### src/rtl/int_ctrl_nest_pkg.sv
// Shared definitions for the nested interrupt controller: register map,
// controller states and STATUS field layout.
package int_ctrl_nest_pkg;

    localparam logic [2:0] REG_ENABLE  = 3'd0;
    localparam logic [2:0] REG_EDGE    = 3'd1;
    localparam logic [2:0] REG_PENDING = 3'd2;
    localparam logic [2:0] REG_PRIO    = 3'd3;
    localparam logic [2:0] REG_BASE    = 3'd4;
    localparam logic [2:0] REG_STATUS  = 3'd5;

    localparam int unsigned IDX_W   = 4;
    localparam int unsigned DEPTH_W = 4;

    localparam int unsigned STAT_CUR_LSB   = 0;
    localparam int unsigned STAT_DEPTH_LSB = 4;
    localparam int unsigned STAT_ASK_BIT   = 8;

    typedef enum logic [1:0] {
        IDLE  = 2'd0,
        REQ   = 2'd1,
        SERVE = 2'd2
    } state_t;

endpackage

### src/rtl/int_ctrl_nest_prio_arb.sv
// Combinational priority arbiter: highest priority at or above the threshold
// wins, ties resolved towards the lowest channel index.
module int_prio_arb
    import int_ctrl_nest_pkg::*;
#(
    parameter int unsigned CHANNELS  = 8,
    parameter int unsigned PRIO_BITS = 2
) (
    input  logic [CHANNELS-1:0]           i_elig,
    input  logic [CHANNELS*PRIO_BITS-1:0] i_prio,
    input  logic [PRIO_BITS:0]            i_thresh,
    output logic [IDX_W-1:0]              o_idx,
    output logic                          o_valid
);

    logic                 w_found;
    logic [PRIO_BITS-1:0] w_best;
    logic [PRIO_BITS-1:0] w_p;
    logic [IDX_W-1:0]     w_idx;

    // i_thresh is (top-of-stack priority + 1), or 0 with an empty stack
    always_comb begin
        w_found = 1'b0;
        w_best  = '0;
        w_p     = '0;
        w_idx   = '0;
        for (int unsigned c = 0; c < CHANNELS; c++) begin
            w_p = i_prio[c*PRIO_BITS +: PRIO_BITS];
            if (i_elig[c] && ({1'b0, w_p} >= i_thresh) && (!w_found || (w_p > w_best))) begin
                w_found = 1'b1;
                w_best  = w_p;
                w_idx   = IDX_W'(c);
            end
        end
    end

    assign o_idx   = w_idx;
    assign o_valid = w_found;

endmodule

### src/rtl/int_ctrl_nest.sv
// Nested interrupt controller: per-channel mask/mode/priority, one vector
// request towards the core, and an in-service stack for pre-emption.
module int_ctrl_nest
    import int_ctrl_nest_pkg::*;
#(
    parameter int unsigned CHANNELS   = 8,
    parameter int unsigned PRIO_BITS  = 2,
    parameter int unsigned NEST_DEPTH = 4,
    parameter int unsigned VEC_W      = 8
) (
    input  logic                clk,
    input  logic                rst_n,
    input  logic [CHANNELS-1:0] irq,
    output logic                int_ask,
    output logic [VEC_W-1:0]    int_num,
    input  logic                int_ack,
    input  logic                int_eoi,
    input  logic                cfg_we,
    input  logic [2:0]          cfg_addr,
    input  logic [31:0]         cfg_wdata,
    output logic [31:0]         cfg_rdata
);

    localparam int unsigned PW = CHANNELS * PRIO_BITS;

    state_t               r_state, w_state_nxt;
    logic [CHANNELS-1:0]  r_enable, r_edge, r_pending, r_irq_prev;
    logic [PW-1:0]        r_prio;
    logic [VEC_W-1:0]     r_base, r_num;
    logic [IDX_W-1:0]     r_chan;
    logic [IDX_W-1:0]     r_stack [NEST_DEPTH];
    logic [DEPTH_W-1:0]   r_depth;

    logic [CHANNELS-1:0]  w_onstack, w_elig, w_ack_clr, w_w1c, w_pend_nxt;
    logic [IDX_W-1:0]     w_top_chan, w_win_idx;
    logic [PRIO_BITS-1:0] w_top_prio;
    logic [PRIO_BITS:0]   w_thresh;
    logic                 w_win_valid, w_room, w_push, w_pop, w_latch;
    logic [31:0]          w_status;
    logic                 w_unused;

    // Only entries below the depth pointer are live; popped slots are stale
    always_comb begin
        w_top_chan = '0;
        w_onstack  = '0;
        for (int unsigned s = 0; s < NEST_DEPTH; s++) begin
            if (s < 32'(r_depth)) begin
                if (s + 1 == 32'(r_depth)) w_top_chan = r_stack[s];
                for (int unsigned c = 0; c < CHANNELS; c++) begin
                    if (r_stack[s] == IDX_W'(c)) w_onstack[c] = 1'b1;
                end
            end
        end
    end

    always_comb begin
        w_top_prio = '0;
        for (int unsigned c = 0; c < CHANNELS; c++) begin
            if (w_top_chan == IDX_W'(c)) w_top_prio = r_prio[c*PRIO_BITS +: PRIO_BITS];
        end
    end

    assign w_thresh = (r_depth == '0) ? '0 : ({1'b0, w_top_prio} + (PRIO_BITS+1)'(1));
    assign w_elig   = r_pending & r_enable & ~w_onstack;
    assign w_room   = 32'(r_depth) < NEST_DEPTH;

    int_prio_arb #(
        .CHANNELS  (CHANNELS),
        .PRIO_BITS (PRIO_BITS)
    ) u_arb (
        .i_elig   (w_elig),
        .i_prio   (r_prio),
        .i_thresh (w_thresh),
        .o_idx    (w_win_idx),
        .o_valid  (w_win_valid)
    );

    always_comb begin
        w_state_nxt = r_state;
        w_push      = 1'b0;
        w_pop       = 1'b0;
        w_latch     = 1'b0;
        case (r_state)
            IDLE: begin
                if (w_win_valid && w_room) begin
                    w_state_nxt = REQ;
                    w_latch     = 1'b1;
                end
            end
            REQ: begin
                if (int_ack) begin
                    w_push      = 1'b1;
                    w_state_nxt = SERVE;
                end
            end
            SERVE: begin
                // An eoi retires the top level before any new arbitration
                if (int_eoi) begin
                    w_pop = 1'b1;
                    if (r_depth == DEPTH_W'(1)) w_state_nxt = IDLE;
                end else if (w_win_valid && w_room) begin
                    w_state_nxt = REQ;
                    w_latch     = 1'b1;
                end
            end
            default: w_state_nxt = IDLE;
        endcase
    end

    always_ff @(posedge clk or negedge rst_n) begin
        if (!rst_n) r_state <= IDLE;
        else        r_state <= w_state_nxt;
    end

    assign int_ask = (r_state == REQ);
    assign int_num = r_num;

    always_comb begin
        w_ack_clr = '0;
        for (int unsigned c = 0; c < CHANNELS; c++) begin
            w_ack_clr[c] = w_push && (r_chan == IDX_W'(c));
        end
    end

    assign w_w1c = (cfg_we && (cfg_addr == REG_PENDING)) ? cfg_wdata[CHANNELS-1:0] : '0;
    // Edge channels: a fresh rising edge beats any clear in the same cycle
    assign w_pend_nxt = (~r_edge & irq)
                      | (r_edge & ((irq & ~r_irq_prev) | (r_pending & ~(w_ack_clr | w_w1c))));

    always_ff @(posedge clk or negedge rst_n) begin
        if (!rst_n) begin
            r_enable   <= '0;
            r_edge     <= '0;
            r_pending  <= '0;
            r_irq_prev <= '0;
            r_prio     <= '0;
            r_base     <= '0;
            r_num      <= '0;
            r_chan     <= '0;
            r_depth    <= '0;
            for (int unsigned s = 0; s < NEST_DEPTH; s++) r_stack[s] <= '0;
        end else begin
            r_irq_prev <= irq;
            r_pending  <= w_pend_nxt;
            if (cfg_we) begin
                case (cfg_addr)
                    REG_ENABLE: r_enable <= cfg_wdata[CHANNELS-1:0];
                    REG_EDGE:   r_edge   <= cfg_wdata[CHANNELS-1:0];
                    REG_PRIO:   r_prio   <= cfg_wdata[PW-1:0];
                    REG_BASE:   r_base   <= cfg_wdata[VEC_W-1:0];
                    default: ;
                endcase
            end
            if (w_latch) begin
                r_chan <= w_win_idx;
                r_num  <= r_base + VEC_W'(w_win_idx);
            end
            if (w_push) begin
                for (int unsigned s = 0; s < NEST_DEPTH; s++) begin
                    if (32'(r_depth) == s) r_stack[s] <= r_chan;
                end
                r_depth <= r_depth + DEPTH_W'(1);
            end else if (w_pop) begin
                r_depth <= r_depth - DEPTH_W'(1);
            end
        end
    end

    always_comb begin
        w_status = '0;
        w_status[STAT_CUR_LSB +: IDX_W]     = w_top_chan;
        w_status[STAT_DEPTH_LSB +: DEPTH_W] = r_depth;
        w_status[STAT_ASK_BIT]              = int_ask;
    end

    always_comb begin
        cfg_rdata = '0;
        case (cfg_addr)
            REG_ENABLE:  cfg_rdata[CHANNELS-1:0] = r_enable;
            REG_EDGE:    cfg_rdata[CHANNELS-1:0] = r_edge;
            REG_PENDING: cfg_rdata[CHANNELS-1:0] = r_pending;
            REG_PRIO:    cfg_rdata[PW-1:0]       = r_prio;
            REG_BASE:    cfg_rdata[VEC_W-1:0]    = r_base;
            REG_STATUS:  cfg_rdata               = w_status;
            default: ;
        endcase
    end

    assign w_unused = ^cfg_wdata;

endmodule
### config.mk
export PLATFORM = sky130hd
export DESIGN_NAME = int_ctrl_nest
export DESIGN_NICKNAME = d
export VERILOG_FILES = /design/src/rtl/int_ctrl_nest_pkg.sv /design/src/rtl/int_ctrl_nest_prio_arb.sv /design/src/rtl/int_ctrl_nest.sv
export SDC_FILE = /design/constraint.sdc
export NUM_CORES = 1
export LEC_CHECK = 0
export CAP_MARGIN = 20
export CORE_ASPECT_RATIO = 1.2
export CORE_UTILIZATION = 30
export DETAILED_ROUTE_END_ITERATION = 16
export HOLD_SLACK_MARGIN = 0.15
export PLACE_DENSITY = 0.47
export SETUP_SLACK_MARGIN = 0.3
export SYNTH_ARGS = -nofsm -noshare
export SYNTH_HDL_FRONTEND = slang
export SYNTH_HIERARCHICAL = 1
export SYNTH_SLANG_ARGS = --single-unit
### constraint.sdc
create_clock -name clk -period 32.4 [get_ports clk]
set_input_delay 4.86 -clock clk [delete_from_list [all_inputs] [get_ports clk]]
set_output_delay 4.86 -clock clk [all_outputs]
set_load 0.005 [all_outputs]
==> summary.txt <==
Clock network
  • CTS Hold Buffers Added: 0
  • PostCTS Resize Cnt: 0
  • Num CTS Buffers: 9
  • CTS Sinks: 90
  • Clock Latency Late Sink: 350 ps
  • Setup bufs post-CTS: 0
  • Clk buf depth: 2
  • Worst-path clk slew: approximately 70 ps
  • CTS tree: done
  • Clk root buf: clkbuf_16
  • H-tree depth: 3

Synthesis
  • Cell variety after synth: 100
  • Synth Instances: 645
  • Post-synth EDFFs: 0
  • Dominant synthesized flop cell: dfrtp_1
  • Syn Std Cell Area: 6486 sq um
  • Ys Warns: 6
  • Mapped Avg Cell Area: 10.06 sq um
  • Sequential area share after synthesis: a little over a third
  • Synth Register Bits: 90
  • Ys async rst share: 100.0%

Route
  • DR pass1 iterations: 5
  • Post-route ant nets: 0
  • Drt drc: 0
  • Via count: 5226
  • Wire per inst: 20.01 um
  • DR iter-0 viols: 280
  • WL final: 19310 um
  • Vias per inst: 5.416

STA
  • RSZ-0062 raised after global routing: false
  • Tmin final: around 15000 ps
  • Slew @ Worst Pin: 1032 ps
  • Max frequency: 0.06587 GHz
  • Worst setup margin: 17220 ps
  • Final Max Tran Viols: 0
  • Setup TNS: 0 ps
  • Slew headroom: 30.22%
  • Clk_skew: approximately 11 ps
  • Final setup fails: 0
  • Fin. Hold Viols: 0
  • Crit share post-route: 46.86%

Floorplanning
  • Ports: 89
  • Die Area: 22220 sq um
  • Starting Density: 30.82%
  • Rows: 58
  • Die Wd: 136.2 um
  • Core footprint: 21050 sq um
  • Die height: 163.1 um

Worst setup path
  • WP data required: 32650 ps
  • Crit-path max FO: 12
  • Critical path class: reg -> reg
  • R2r startpoint: r_depth[0]
  • Setup crit start kind: flip-flop
  • Crit end category: flip-flop
  • Crit-path most repeated cell: ha_1
  • Arrival @ worst endpoint: 15430 ps
  • Max stage delay on crit path: 840 ps
  • Worst Setup SP: r_depth[0]
  • CP max-delay cell: a2111oi_1

Power
  • Sequential share of power: roughly 23%
  • Clk network pwr share: about 14%
  • Psw: 0.0004082 W
  • Net Sw Frac: 47.97%
  • Combinational share of power: between 60% and 70%
  • Static Leak: 3.147 nW
  • Peak VDD IR: 0.06365 mV
  • Internal Power: 0.0004426 W
  • P per Cell Area: 112.2 nW/um^2

Global routing
  • Largest net degree at the start of global routing: 68
  • Vias in the first global route: roughly 5.3k
  • Total Routing Usage GR: a little under a fifth
  • Initial antenna violation count: 0
  • Total gr overflow: 0
  • First-pass GRT wire length: 30550 um

Place
  • Port buffer count: 56
  • Post-Place Worst Slack: 17310 ps
  • Gpl congestion: about 0.92
  • Dpl hpwl: 14830 um

Hold path
  • Hold crit path type: reg -> reg
  • Hold path start: int_num[1]

Cells and area
  • Nets: 780
  • Commonest non-fill, non-tap cell in the layout: dfrtp_1
  • Most frequent cells in the layout: dfrtp_1 (90), mux2_2 (65), clkdlybuf4s50_1 (55)
  • Multi-input gate area: 3946 sq um
  • P&R area growth vs syn: 16.86%
  • Share of layout cells above drive strength 1: 19.14%
  • Register area: ~2300 sq um
  • Fill cells: 2128
  • Antenna fix cells: 0

Outcome
  • Outcome: finished clean

Flow run
  • Max-cap viol count: 0
## stage by stage
stage               cell area [sq um]  hold slack, ps  util (%)  total power, W  instances
floorplan                        6543           473.3         -       0.0005679        660
global placement                 7229           473.6     34.35       0.0007210        947
detailed placement               7237           474.0     34.39       0.0007341        948
CTS                              7572           494.2     35.98       0.0008570        964
global route                     7580           536.3     36.02       0.0009285        965
finish                           7580           486.7     36.02       0.0008508        965
## worst paths after layout
check	to	slack (ps)	depth (start not counted)
worst max-delay path	int_num[6]	17220	64
worst min-delay path	int_num[1]	490	2
worst max register to register	int_num[6]	17220	64
worst min register to register	int_num[1]	490	2
max in group asynchronous	r_stack[8]	26820	2
min in group asynchronous	r_irq_prev[6]	4400	1
## critical path, delay by kind of cell (launching register included)
family | cells | cell delay (ps)
XOR/XNOR | 1 | 150
flip-flops | 1 | 640
AND/OR/NAND/NOR | 14 | 2340
AO/OA/AOI/OAI | 32 | 7390
multiplexers | 1 | 400
buffers and inverters | 4 | 560
adder cells (fa/ha/maj) | 12 | 3560
## area by class of cell
class,instances,area share [%]
Clock buffer,10,3.153
Sequential cell,90,29.71
Timing Repair Buffer,63,8.055
Inverter,26,1.288
Clock inverter,6,1.271
Tap cell,270,4.457
Multi-Input combinational cell,500,52.06
## state kept, by name, indices dropped and copies added, names as in the netlist
register	flops
r_enable	8
r_state	2
r_prio	16
int_num	8
r_pending	8
r_depth	4
r_irq_prev	8
r_chan	4
r_edge	8
r_base	8
r_stack	16
## synth_stat cells, types with 10 or more instances
| cell | number | area, sq um |
|---|---|---|
| nor2b_1 | 15 | 93.84 |
| buf_4 | 17 | 127.6 |
| nand2b_1 | 10 | 62.56 |
| clkbuf_1 | 15 | 56.30 |
| nand2_1 | 50 | 187.7 |
| nor2_1 | 31 | 116.4 |
| nand3_1 | 21 | 105.1 |
| inv_1 | 26 | 97.59 |
| a31oi_1 | 12 | 75.07 |
| o21ai_0 | 25 | 125.1 |
| ha_1 | 41 | 513.0 |
| nor3b_1 | 10 | 75.07 |
| dfrtp_1 | 90 | 2252 |
| a21oi_1 | 21 | 105.1 |
| mux2_2 | 65 | 732.0 |
| a22oi_1 | 10 | 75.07 |
## logic make-up (layout without fill, tap and decap cells)
kind of cell	after synthesis	in the layout	synth area share [%]
adders and majority gates	42	42	8.218
and+or+nand+nor	199	199	18.06
other	2	17	0.1158
xor gates and xnor gates	9	9	1.215
AOI/OAI and AO/OA	157	157	18.81
DFF	90	90	34.72
muxes	76	76	13.37
buffers and inverters	70	105	5.498
## power by group through the flow
stage,registers (W),logic [W],clock network (W)
after CTS,0.000197,0.000539,0.000121
after global routing,0.000203,0.000600,0.000126
final,0.000198,0.000535,0.000118
after detailed placement,0.000199,0.000535,0
after floorplan,0.000171,0.000397,0
after global placement,0.000198,0.000523,0
## layer usage
| metal | global-route usage [%] | part of all wire [%] | wire length [um] | vias to the layer above |
|---|---|---|---|---|
| met5 | 0 | 0 | 0 | - |
| met4 | 6.061 | 2.6 | 504 | 0 |
| met3 | 2.576 | 3.5 | 683 | 34 |
| met2 | 32.42 | 52 | 9950 | 128 |
| met1 | 22.11 | 42 | 8172 | 2606 |
| li1 | - | - | - | 2458 |
(Power assumes the default switching activity.)
